### src/rtl/adc_ctrl_pkg.sv
// Shared constants and state encoding for the ADC conversion sequencer.
// Latency: n/a (package only).
// Backpressure: n/a (package only).
package adc_ctrl_pkg;

  // Default parameter values for adc_conv_ctrl.
  localparam int DEF_DATA_W       = 14;
  localparam int DEF_SCLK_HALF    = 4;
  localparam int DEF_CNV_LOW      = 2;
  localparam int DEF_BUSY_TIMEOUT = 255;

  // Smallest SCLK half-period that still gives Dout time to settle
  // between the ADC's update (after SCLK falls) and our sample point.
  localparam int SCLK_HALF_MIN = 3;

  typedef enum logic [2:0] {
    IDLE    = 3'd0,
    CNV     = 3'd1,
    WAIT_HI = 3'd2,
    WAIT_LO = 3'd3,
    SHIFT   = 3'd4,
    DONE    = 3'd5
  } state_t;

endpackage

### src/rtl/sync_2ff.sv
// Two-flop synchronizer for a single asynchronous level signal.
// Latency: 2-3 clk cycles from pin change to q.
// Backpressure: none.
// Ports: clk, rst_n (async active-low, resets q to 0), d (async in), q (sync out).
module sync_2ff (
  input  logic clk,
  input  logic rst_n,
  input  logic d,
  output logic q
);

  logic meta_q, meta_d;
  logic sync_q, sync_d;

  always_comb begin
    meta_d = d;
    sync_d = meta_q;
  end

  always_ff @(posedge clk or negedge rst_n) begin
    if (!rst_n) begin
      meta_q <= 1'b0;
      sync_q <= 1'b0;
    end else begin
      meta_q <= meta_d;
      sync_q <= sync_d;
    end
  end

  assign q = sync_q;

endmodule

### src/rtl/adc_conv_ctrl.sv
// Conversion sequencer for a dual-channel simultaneous-sampling serial ADC.
// Latency: CNVST low 1 cycle after start; done after CNV_LOW + BUSY handshake + 2*SCLK_HALF*DATA_W cycles.
// Backpressure: none; start is accepted only while ready=1, otherwise dropped.
//
// Ports: CLK/RST_N (async active-low); start/ready/done/data_a/data_b/timeout
// on the host side; CNVST_ADC, CS_ADC, SCLK_ADC out and BUSY_ADC,
// DoutA_ADC, DoutB_ADC in on the ADC side.
// Optional BUSY watchdog: define ADC_CONV_CTRL_TIMEOUT_EN. Without it the
// sequencer waits on BUSY indefinitely and timeout is tied to 0.
module adc_conv_ctrl
  import adc_ctrl_pkg::*;
#(
  parameter int DATA_W       = DEF_DATA_W,
  parameter int SCLK_HALF    = DEF_SCLK_HALF,
  parameter int CNV_LOW      = DEF_CNV_LOW,
  parameter int BUSY_TIMEOUT = DEF_BUSY_TIMEOUT
) (
  input  logic              CLK,
  input  logic              RST_N,
  input  logic              start,
  output logic              ready,
  output logic              done,
  output logic [DATA_W-1:0] data_a,
  output logic [DATA_W-1:0] data_b,
  output logic              timeout,
  output logic              CNVST_ADC,
  output logic              CS_ADC,
  output logic              SCLK_ADC,
  input  logic              BUSY_ADC,
  input  logic              DoutA_ADC,
  input  logic              DoutB_ADC
);

  // Out-of-range settings are clamped rather than producing a broken SCLK
  // or a zero-length convert pulse.
  localparam int HALF    = (SCLK_HALF < SCLK_HALF_MIN) ? SCLK_HALF_MIN : SCLK_HALF;
  localparam int CNVL    = (CNV_LOW < 1) ? 1 : CNV_LOW;
  localparam int PH_W    = $clog2(2 * HALF);
  localparam int BIT_W   = (DATA_W > 1) ? $clog2(DATA_W) : 1;
  localparam int CNT_MAX = (CNVL > BUSY_TIMEOUT) ? CNVL : BUSY_TIMEOUT;
  localparam int CNT_W   = $clog2(CNT_MAX + 1);

  localparam logic [PH_W-1:0]  PH_HIGH   = PH_W'(HALF);
  localparam logic [PH_W-1:0]  PH_SAMPLE = PH_W'(HALF - 1);
  localparam logic [PH_W-1:0]  PH_LAST   = PH_W'(2 * HALF - 1);
  localparam logic [BIT_W-1:0] BIT_LAST  = BIT_W'(DATA_W - 1);
  localparam logic [CNT_W-1:0] CNV_LAST  = CNT_W'(CNVL - 1);

  state_t             state_q, state_d;
  logic [CNT_W-1:0]   cnt_q, cnt_d;
  logic [PH_W-1:0]    ph_q, ph_d;
  logic [BIT_W-1:0]   bit_q, bit_d;
  logic [DATA_W-1:0]  sreg_a_q, sreg_a_d;
  logic [DATA_W-1:0]  sreg_b_q, sreg_b_d;
  logic [DATA_W-1:0]  data_a_q, data_a_d;
  logic [DATA_W-1:0]  data_b_q, data_b_d;
  logic               done_q, done_d;
  logic               cnvst_q, cnvst_d;
  logic               cs_q, cs_d;
  logic               sclk_q, sclk_d;
  logic               busy_s;

`ifdef ADC_CONV_CTRL_TIMEOUT_EN
  localparam logic [CNT_W-1:0] TO_LAST = CNT_W'(BUSY_TIMEOUT - 1);
  logic timeout_q, timeout_d;
`endif

  sync_2ff u_busy_sync (
    .clk   (CLK),
    .rst_n (RST_N),
    .d     (BUSY_ADC),
    .q     (busy_s)
  );

  always_comb begin
    state_d  = state_q;
    cnt_d    = cnt_q;
    ph_d     = ph_q;
    bit_d    = bit_q;
    sreg_a_d = sreg_a_q;
    sreg_b_d = sreg_b_q;
    data_a_d = data_a_q;
    data_b_d = data_b_q;
`ifdef ADC_CONV_CTRL_TIMEOUT_EN
    timeout_d = timeout_q;
`endif

    case (state_q)
      IDLE: begin
        if (start) begin
          state_d = CNV;
          cnt_d   = '0;
          ph_d    = '0;
          bit_d   = '0;
`ifdef ADC_CONV_CTRL_TIMEOUT_EN
          timeout_d = 1'b0;
`endif
        end
      end

      CNV: begin
        if (cnt_q == CNV_LAST) begin
          state_d = WAIT_HI;
          cnt_d   = '0;
        end else begin
          cnt_d = cnt_q + 1'b1;
        end
      end

      // A BUSY that is already high here is taken as-is; no edge needed.
      WAIT_HI: begin
        if (busy_s) begin
          state_d = WAIT_LO;
          cnt_d   = '0;
        end
`ifdef ADC_CONV_CTRL_TIMEOUT_EN
        else if (cnt_q == TO_LAST) begin
          state_d   = IDLE;
          timeout_d = 1'b1;
          cnt_d     = '0;
        end else begin
          cnt_d = cnt_q + 1'b1;
        end
`endif
      end

      WAIT_LO: begin
        if (!busy_s) begin
          state_d = SHIFT;
          cnt_d   = '0;
          ph_d    = '0;
          bit_d   = '0;
        end
`ifdef ADC_CONV_CTRL_TIMEOUT_EN
        else if (cnt_q == TO_LAST) begin
          state_d   = IDLE;
          timeout_d = 1'b1;
          cnt_d     = '0;
        end else begin
          cnt_d = cnt_q + 1'b1;
        end
`endif
      end

      // Phases 0..HALF-1 are SCLK low, HALF..2*HALF-1 are SCLK high.
      // Sampling in the last low cycle gives Dout the longest settle time.
      SHIFT: begin
        if (ph_q == PH_SAMPLE) begin
          sreg_a_d = {sreg_a_q[DATA_W-2:0], DoutA_ADC};
          sreg_b_d = {sreg_b_q[DATA_W-2:0], DoutB_ADC};
        end
        if (ph_q == PH_LAST) begin
          ph_d = '0;
          if (bit_q == BIT_LAST) begin
            state_d  = DONE;
            data_a_d = sreg_a_q;
            data_b_d = sreg_b_q;
          end else begin
            bit_d = bit_q + 1'b1;
          end
        end else begin
          ph_d = ph_q + 1'b1;
        end
      end

      DONE: begin
        state_d = IDLE;
      end

      default: begin
        state_d = IDLE;
      end
    endcase

    // Pin and strobe flops follow the next state so they line up exactly
    // with the state register and carry no decode glitches.
    done_d  = (state_d == DONE);
    cnvst_d = (state_d != CNV);
    cs_d    = (state_d != SHIFT);
    sclk_d  = !((state_d == SHIFT) && (ph_d < PH_HIGH));
  end

  always_ff @(posedge CLK or negedge RST_N) begin
    if (!RST_N) begin
      state_q  <= IDLE;
      cnt_q    <= '0;
      ph_q     <= '0;
      bit_q    <= '0;
      sreg_a_q <= '0;
      sreg_b_q <= '0;
      data_a_q <= '0;
      data_b_q <= '0;
      done_q   <= 1'b0;
      cnvst_q  <= 1'b1;
      cs_q     <= 1'b1;
      sclk_q   <= 1'b1;
    end else begin
      state_q  <= state_d;
      cnt_q    <= cnt_d;
      ph_q     <= ph_d;
      bit_q    <= bit_d;
      sreg_a_q <= sreg_a_d;
      sreg_b_q <= sreg_b_d;
      data_a_q <= data_a_d;
      data_b_q <= data_b_d;
      done_q   <= done_d;
      cnvst_q  <= cnvst_d;
      cs_q     <= cs_d;
      sclk_q   <= sclk_d;
    end
  end

`ifdef ADC_CONV_CTRL_TIMEOUT_EN
  always_ff @(posedge CLK or negedge RST_N) begin
    if (!RST_N) begin
      timeout_q <= 1'b0;
    end else begin
      timeout_q <= timeout_d;
    end
  end

  assign timeout = timeout_q;
`else
  assign timeout = 1'b0;
`endif

  assign ready     = (state_q == IDLE);
  assign done      = done_q;
  assign data_a    = data_a_q;
  assign data_b    = data_b_q;
  assign CNVST_ADC = cnvst_q;
  assign CS_ADC    = cs_q;
  assign SCLK_ADC  = sclk_q;

endmodule

### config.mk
export PLATFORM = sky130hd
export DESIGN_NAME = adc_conv_ctrl
export DESIGN_NICKNAME = d
export VERILOG_FILES = /design/src/rtl/adc_ctrl_pkg.sv /design/src/rtl/sync_2ff.sv /design/src/rtl/adc_conv_ctrl.sv
export SDC_FILE = /design/constraint.sdc
export NUM_CORES = 1
export LEC_CHECK = 0
export CORE_MARGIN = 1
export CORE_UTILIZATION = 59
export DETAILED_ROUTE_END_ITERATION = 10
export GPL_TIMING_DRIVEN = 1
export PLACE_DENSITY = 0.84
export SYNTH_ARGS = -nofsm -noshare
export SYNTH_HDL_FRONTEND = slang
export SYNTH_SLANG_ARGS = --single-unit
export TNS_END_PERCENT = 30
### constraint.sdc
create_clock -name CLK -period 3.7 [get_ports CLK]
set_input_delay 0.37 -clock CLK [delete_from_list [all_inputs] [get_ports CLK]]
set_output_delay 0.37 -clock CLK [all_outputs]
set_load 0.01 [all_outputs]
# ---- Yosys cells after proc, flatten, opt, wreduce, memory -nomap -nowiden
# Index checks and enable logic that the tools add are counted.
dict set report word_totals {
  wordCells 65
  reg_bits 80
  output_inout_bits 34
  input_bits 6
}
dict set report classes {
  n_reduce_logical 9
  magnitude_cmp 1
  eq_ne 17
  mux 21
  addsub 3
}
# op n
set ops {}
lappend ops {{$mux W8} 4}
lappend ops {{$pmux W8 S4} 1}
lappend ops {{$mux W3} 9}
lappend ops {{$mux W4} 4}
lappend ops {{$pmux W3 S5} 1}
lappend ops {{$eq A3 B3 Y1 const B} 4}
lappend ops {{$pmux W4 S3} 1}
lappend ops {{$eq A3 B2 Y1 const B} 3}
lappend ops {{$pmux W3 S3} 1}
lappend ops {{$add A8 B1 Y8 const B} 1}
lappend ops {{$eq A8 B1 Y1 const B} 1}
lappend ops {{$ne A2 B2 Y1 const B} 4}
lappend ops {{$reduce_and A5 Y1} 1}
lappend ops {{$add A4 B1 Y4 const B} 1}
lappend ops {{$eq A4 B4 Y1 const B} 1}
lappend ops {{$reduce_and A4 Y1} 1}
lappend ops {{$reduce_bool A4 Y1} 1}
lappend ops {{$add A3 B1 Y3 const B} 1}
lappend ops {{$eq A3 B1 Y1 const B} 1}
lappend ops {{$logic_not A3 Y1} 1}
lappend ops {{$lt A3 B3 Y1 const B} 1}
lappend ops {{$ne A3 B1 Y1 const B} 1}
lappend ops {{$ne A3 B3 Y1 const B} 1}
lappend ops {{$reduce_and A3 Y1} 1}
lappend ops {{other kinds (5)} 5}

# ---- Depth between registers and ports, before layout
dict set report logic_depth {
  depth_word 7
  mapped_depth 7
}

# ---- Modules after synthesis
# Synthesis repeated with hierarchy kept, for this count alone.
dict set report unflattened {
  hier_cells 238
  area_unflattened_um2 3333.2
}
# module cells_each seq_area_each_um2 area_per_inst_um2 instances
set by_module_without_submodules {}
lappend by_module_without_submodules {adc_conv_ctrl 236 1955.6 3283.1 1}
lappend by_module_without_submodules {sync_2ff 2 50.0 50.0 1}

# ---- Worst setup path before layout
# No wires, ideal clock.
dict set report synth_timing {
  path_kind {reg-to-reg}
  startpoint {register state_q[2]}
  endpoint {register data_b_q[0] (netlist: data_b[0])}
  n_path_buf 3
  t_required_ns 3.575
  setup_slack_ns 1.912
  arrival_ns 1.663
  setup_ns 0.125
  stages_incl_launch_ff 7
  path_cell_list {dfrtp_1 buf_4 or3b_1 buf_6 nor3_4 buf_4 mux2_2}
}
dict set report synth_via {
  elab_chain_cells 2
}
# item line
set synth_rtl {}
lappend synth_rtl {{start, declared} adc_conv_ctrl.sv:49} ;# state_t state_q, state_d;
lappend synth_rtl {{start signal, assigned} adc_conv_ctrl.sv:198} ;# state_q <= state_d;
lappend synth_rtl {{$eq A3 B3 Y1} adc_conv_ctrl.sv:88} ;# case (state_q)
lappend synth_rtl {{$reduce_and A3 Y1 (no source line)} -}
lappend synth_rtl {{end signal, assigned} adc_conv_ctrl.sv:205} ;# data_b_q <= data_b_d;
lappend synth_rtl {{end, declared} adc_conv_ctrl.sv:56} ;# logic [DATA_W-1:0] data_b_q, data_b_d;
# Every way passes these cells.
# A chain may end at the register's enable or synchronous reset.

# ---- Final worst setup path
dict set report layout_timing {
  startpoint {register state_q[1]}
  endpoint {register data_a_q[11] (netlist: data_a[11])}
}
dict set report layout_via {
  elab_chain_cells 2
}
# item line
set layout_rtl {}
lappend layout_rtl {{$eq A3 B3 Y1} adc_conv_ctrl.sv:88}
lappend layout_rtl {{$reduce_and A3 Y1 (no source line)} -}
lappend layout_rtl {{end signal, assigned} adc_conv_ctrl.sv:204} ;# data_a_q <= data_a_d;
lappend layout_rtl {{end, declared} adc_conv_ctrl.sv:55} ;# logic [DATA_W-1:0] data_a_q, data_a_d;
# Every way passes these cells.

==> impl_metrics.ini <==
[route]
ant_nets = 0
routed_wl_um = 5520
vias = 1977
vias_per_cell = 5.57
wl_per_cell_um = 15.5
drc = 0
dr.pass1.iters = 4
dr.first_iter.drc_count = 128

[clock_network]
root_buffer = clkbuf_8
post_cts_buffers = 0
clk_pin_slew_ns = 0.07
cts.repair.resized = 0
cts_tree = yes
clock_latency_ns = 0.34
cts_htree_levels = 3
postCtsHoldBufs = 0
clockBufferDepth = 2
clock_sinks = 80
cts_buffers = 9

[logic_synthesis]
synthTopCellsByArea = dfrtp_1, mux2_2, ha_1
synth_area_per_cell_um2 = 13.9
synth_commonest_cells = dfrtp_1, mux2_2, a21oi_1, inv_1
yosysWarnings = 0
synthMostInstantiatedCell = dfrtp_1
synth-seq-cells = 80
synth_compound_area_share_pct = 5.56
async_flop_share_pct = 100
syn-cell-area_um2 = 3350
yosysSeqAreaShare_pct = 59.9
postSynthCellCount = 241
synth_top_area_cell = dfrtp_1
synthFlopType = dfrtp_1
synth_top_family_by_area = multiplexers
synthSimpleGateAreaFrac_pct = 7.84
synthDistinctLibCells = 38
synth-xor-area-share_pct = 0.261
synthAdderAreaFrac_pct = 2.61
synth.mux.area_fraction_pct = 19.8
syn_nets = 254
synth_top_area_share_pct = 57.5
synth-edff-count = 0

[timing]
setup-tns-final_ns = 0
period_needed_ns = 2.61
fin_crit_sh_pct = 70.6
rsz0062_at_grt = false
hold_viol = 0
slew_viol_final = 0
clock_skew_ns = 0.00521
setup_viol = 0
tightest_slew_ns = 0.963
max_freq_ghz = 0.383
relSlewSlack_pct = 35.8

[die]
die-area_um2 = 5980
dieWidth_um = 77.4
fp.coreArea_um2 = 5510
start_util_pct = 60.8
die_height_um = 77.4
io_pins = 40
rows = 27

[finish]
final_core_util_pct = 70.8
num_antenna_cells = 0
multi_input_area_um2 = 1210
final.fill_count = 382
finalNonFillerCells = 355
area_growth_pct = 16.3
drive_gt1_share_pct = 29.7
final-seq-area_um2 = 2010
final_area_um2 = 3900
nets = 293

[grt]
antenna_found_initial = 0
grt_max_degree = 81
grt_pass1_wl_um = 9180
gr-usage-all-layers_pct = 20.1
grt_pass1_vias = 1916
grt-ovfl-total = 0

[setup_path]
r2r_slack_ns = 1.09
crit_type = register to register
critPathRequiredTime_ns = 3.93
arrival_ns = 2.84
cp-end-kind = register
start_kind = register
crit_fanout = 15

[flow_run]
maxCapViolCount = 0

[placed_design]
place.gp.congestion = 0.803
dp_hpwl_um = 3470
port_buffers = 38
postPlaceCellArea_um2 = 3740
placedCellCount = 341

[pwr]
leakagePower_uw = 0.00189
power_density_nw_per_um2 = 472
vdd_drop_max_mv = 0.365

[status]
status = finished clean

[worst_hold_path]
worst_hold_path_type = input pin to async pin
[per-stage QoR]
step	hold slack (ns)	total power (µW)	setup WS [ns]
global placement	0.333	1290	1.12
global route	0.262	1930	0.935
finish	0.174	1840	1.09
CTS	0.213	1850	1.07
floorplan	0.0744	1220	1.91
detailed placement	0.336	1310	1.10
[final timing paths]
check,endpoint,depth (start not counted),start
max,data_a[11],4,state_q[1]
min,ph_q[2],1,RST_N
max reg2reg,data_a[11],4,state_q[1]
min reg2reg,u_busy_sync.q,0,u_busy_sync.meta_q
max in group asynchronous,data_a[8],1,RST_N
min in group CLK,u_busy_sync.q,0,u_busy_sync.meta_q
[power by group]
part,internal [µW],switching (µW)
sequential,923,53.9
clock,251,294
combinational,131,184
[sequential cells by signal (all words and copies together), names as in the netlist]
register,cells
cnt_q,8
SCLK_ADC,1
sreg_a_q,14
CS_ADC,1
sreg_b_q,14
state_q,3
data_a,14
CNVST_ADC,1
u_busy_sync.q,1
done,1
ph_q,3
data_b,14
bit_q,4
u_busy_sync.meta_q,1
[kinds of logic (layout without fill, tap and decap cells)]
| group | after synthesis | after routing |
|---|---|---|
| muxes | 59 | 59 |
| and+or+nand+nor | 43 | 43 |
| xor gates and xnor gates | 1 | 1 |
| buffers and inverters | 21 | 63 |
| DFF | 80 | 80 |
| adders and majority gates | 7 | 7 |
| AOI/OAI and AO/OA | 29 | 29 |
| other | 1 | 1 |
[layer usage]
layer | GRT usage, % | vias to the layer above | routed length, µm
li1 | - | 935 | -
met1 | 28.1 | 997 | 2640
met2 | 30.3 | 34 | 2610
met3 | 4.94 | 11 | 185
met4 | 8.11 | 0 | 87
met5 | 0 | - | 0
[cell usage in the layout (no fill, tap or decap), types with 2 or more instances in the layout]
cell type,count
buf_4,3
nor2_1,8
nand3_1,3
a21oi_1,9
mux2_2,59
clkdlybuf4s50_1,37
or3b_2,2
or4_1,3
inv_1,9
o31ai_1,5
or3_1,3
a22o_1,3
clkinv_2,3
nand2_1,8
o21ai_0,6
nor3_1,4
clkbuf_8,10
nand4_1,2
dfrtp_1,77
dfstp_2,3
ha_1,7
[worst max-delay path, cell delays in order, from the launching register on]
cell and delay, ns:
dfrtp_1 0.49, or3b_1 0.68, nor3_4 0.68, buf_4 0.30
mux2_2 0.35
[layout make-up]
type / instances / area share (%)
tap: 72 / 2.31
sequential: 80 / 51.5
clock buffer: 10 / 3.53
multi-input combinational: 140 / 31.1
inverter: 9 / 0.867
clock inverter: 4 / 0.578
timing repair buffer: 40 / 10.1
(Power assumes the default switching activity.)
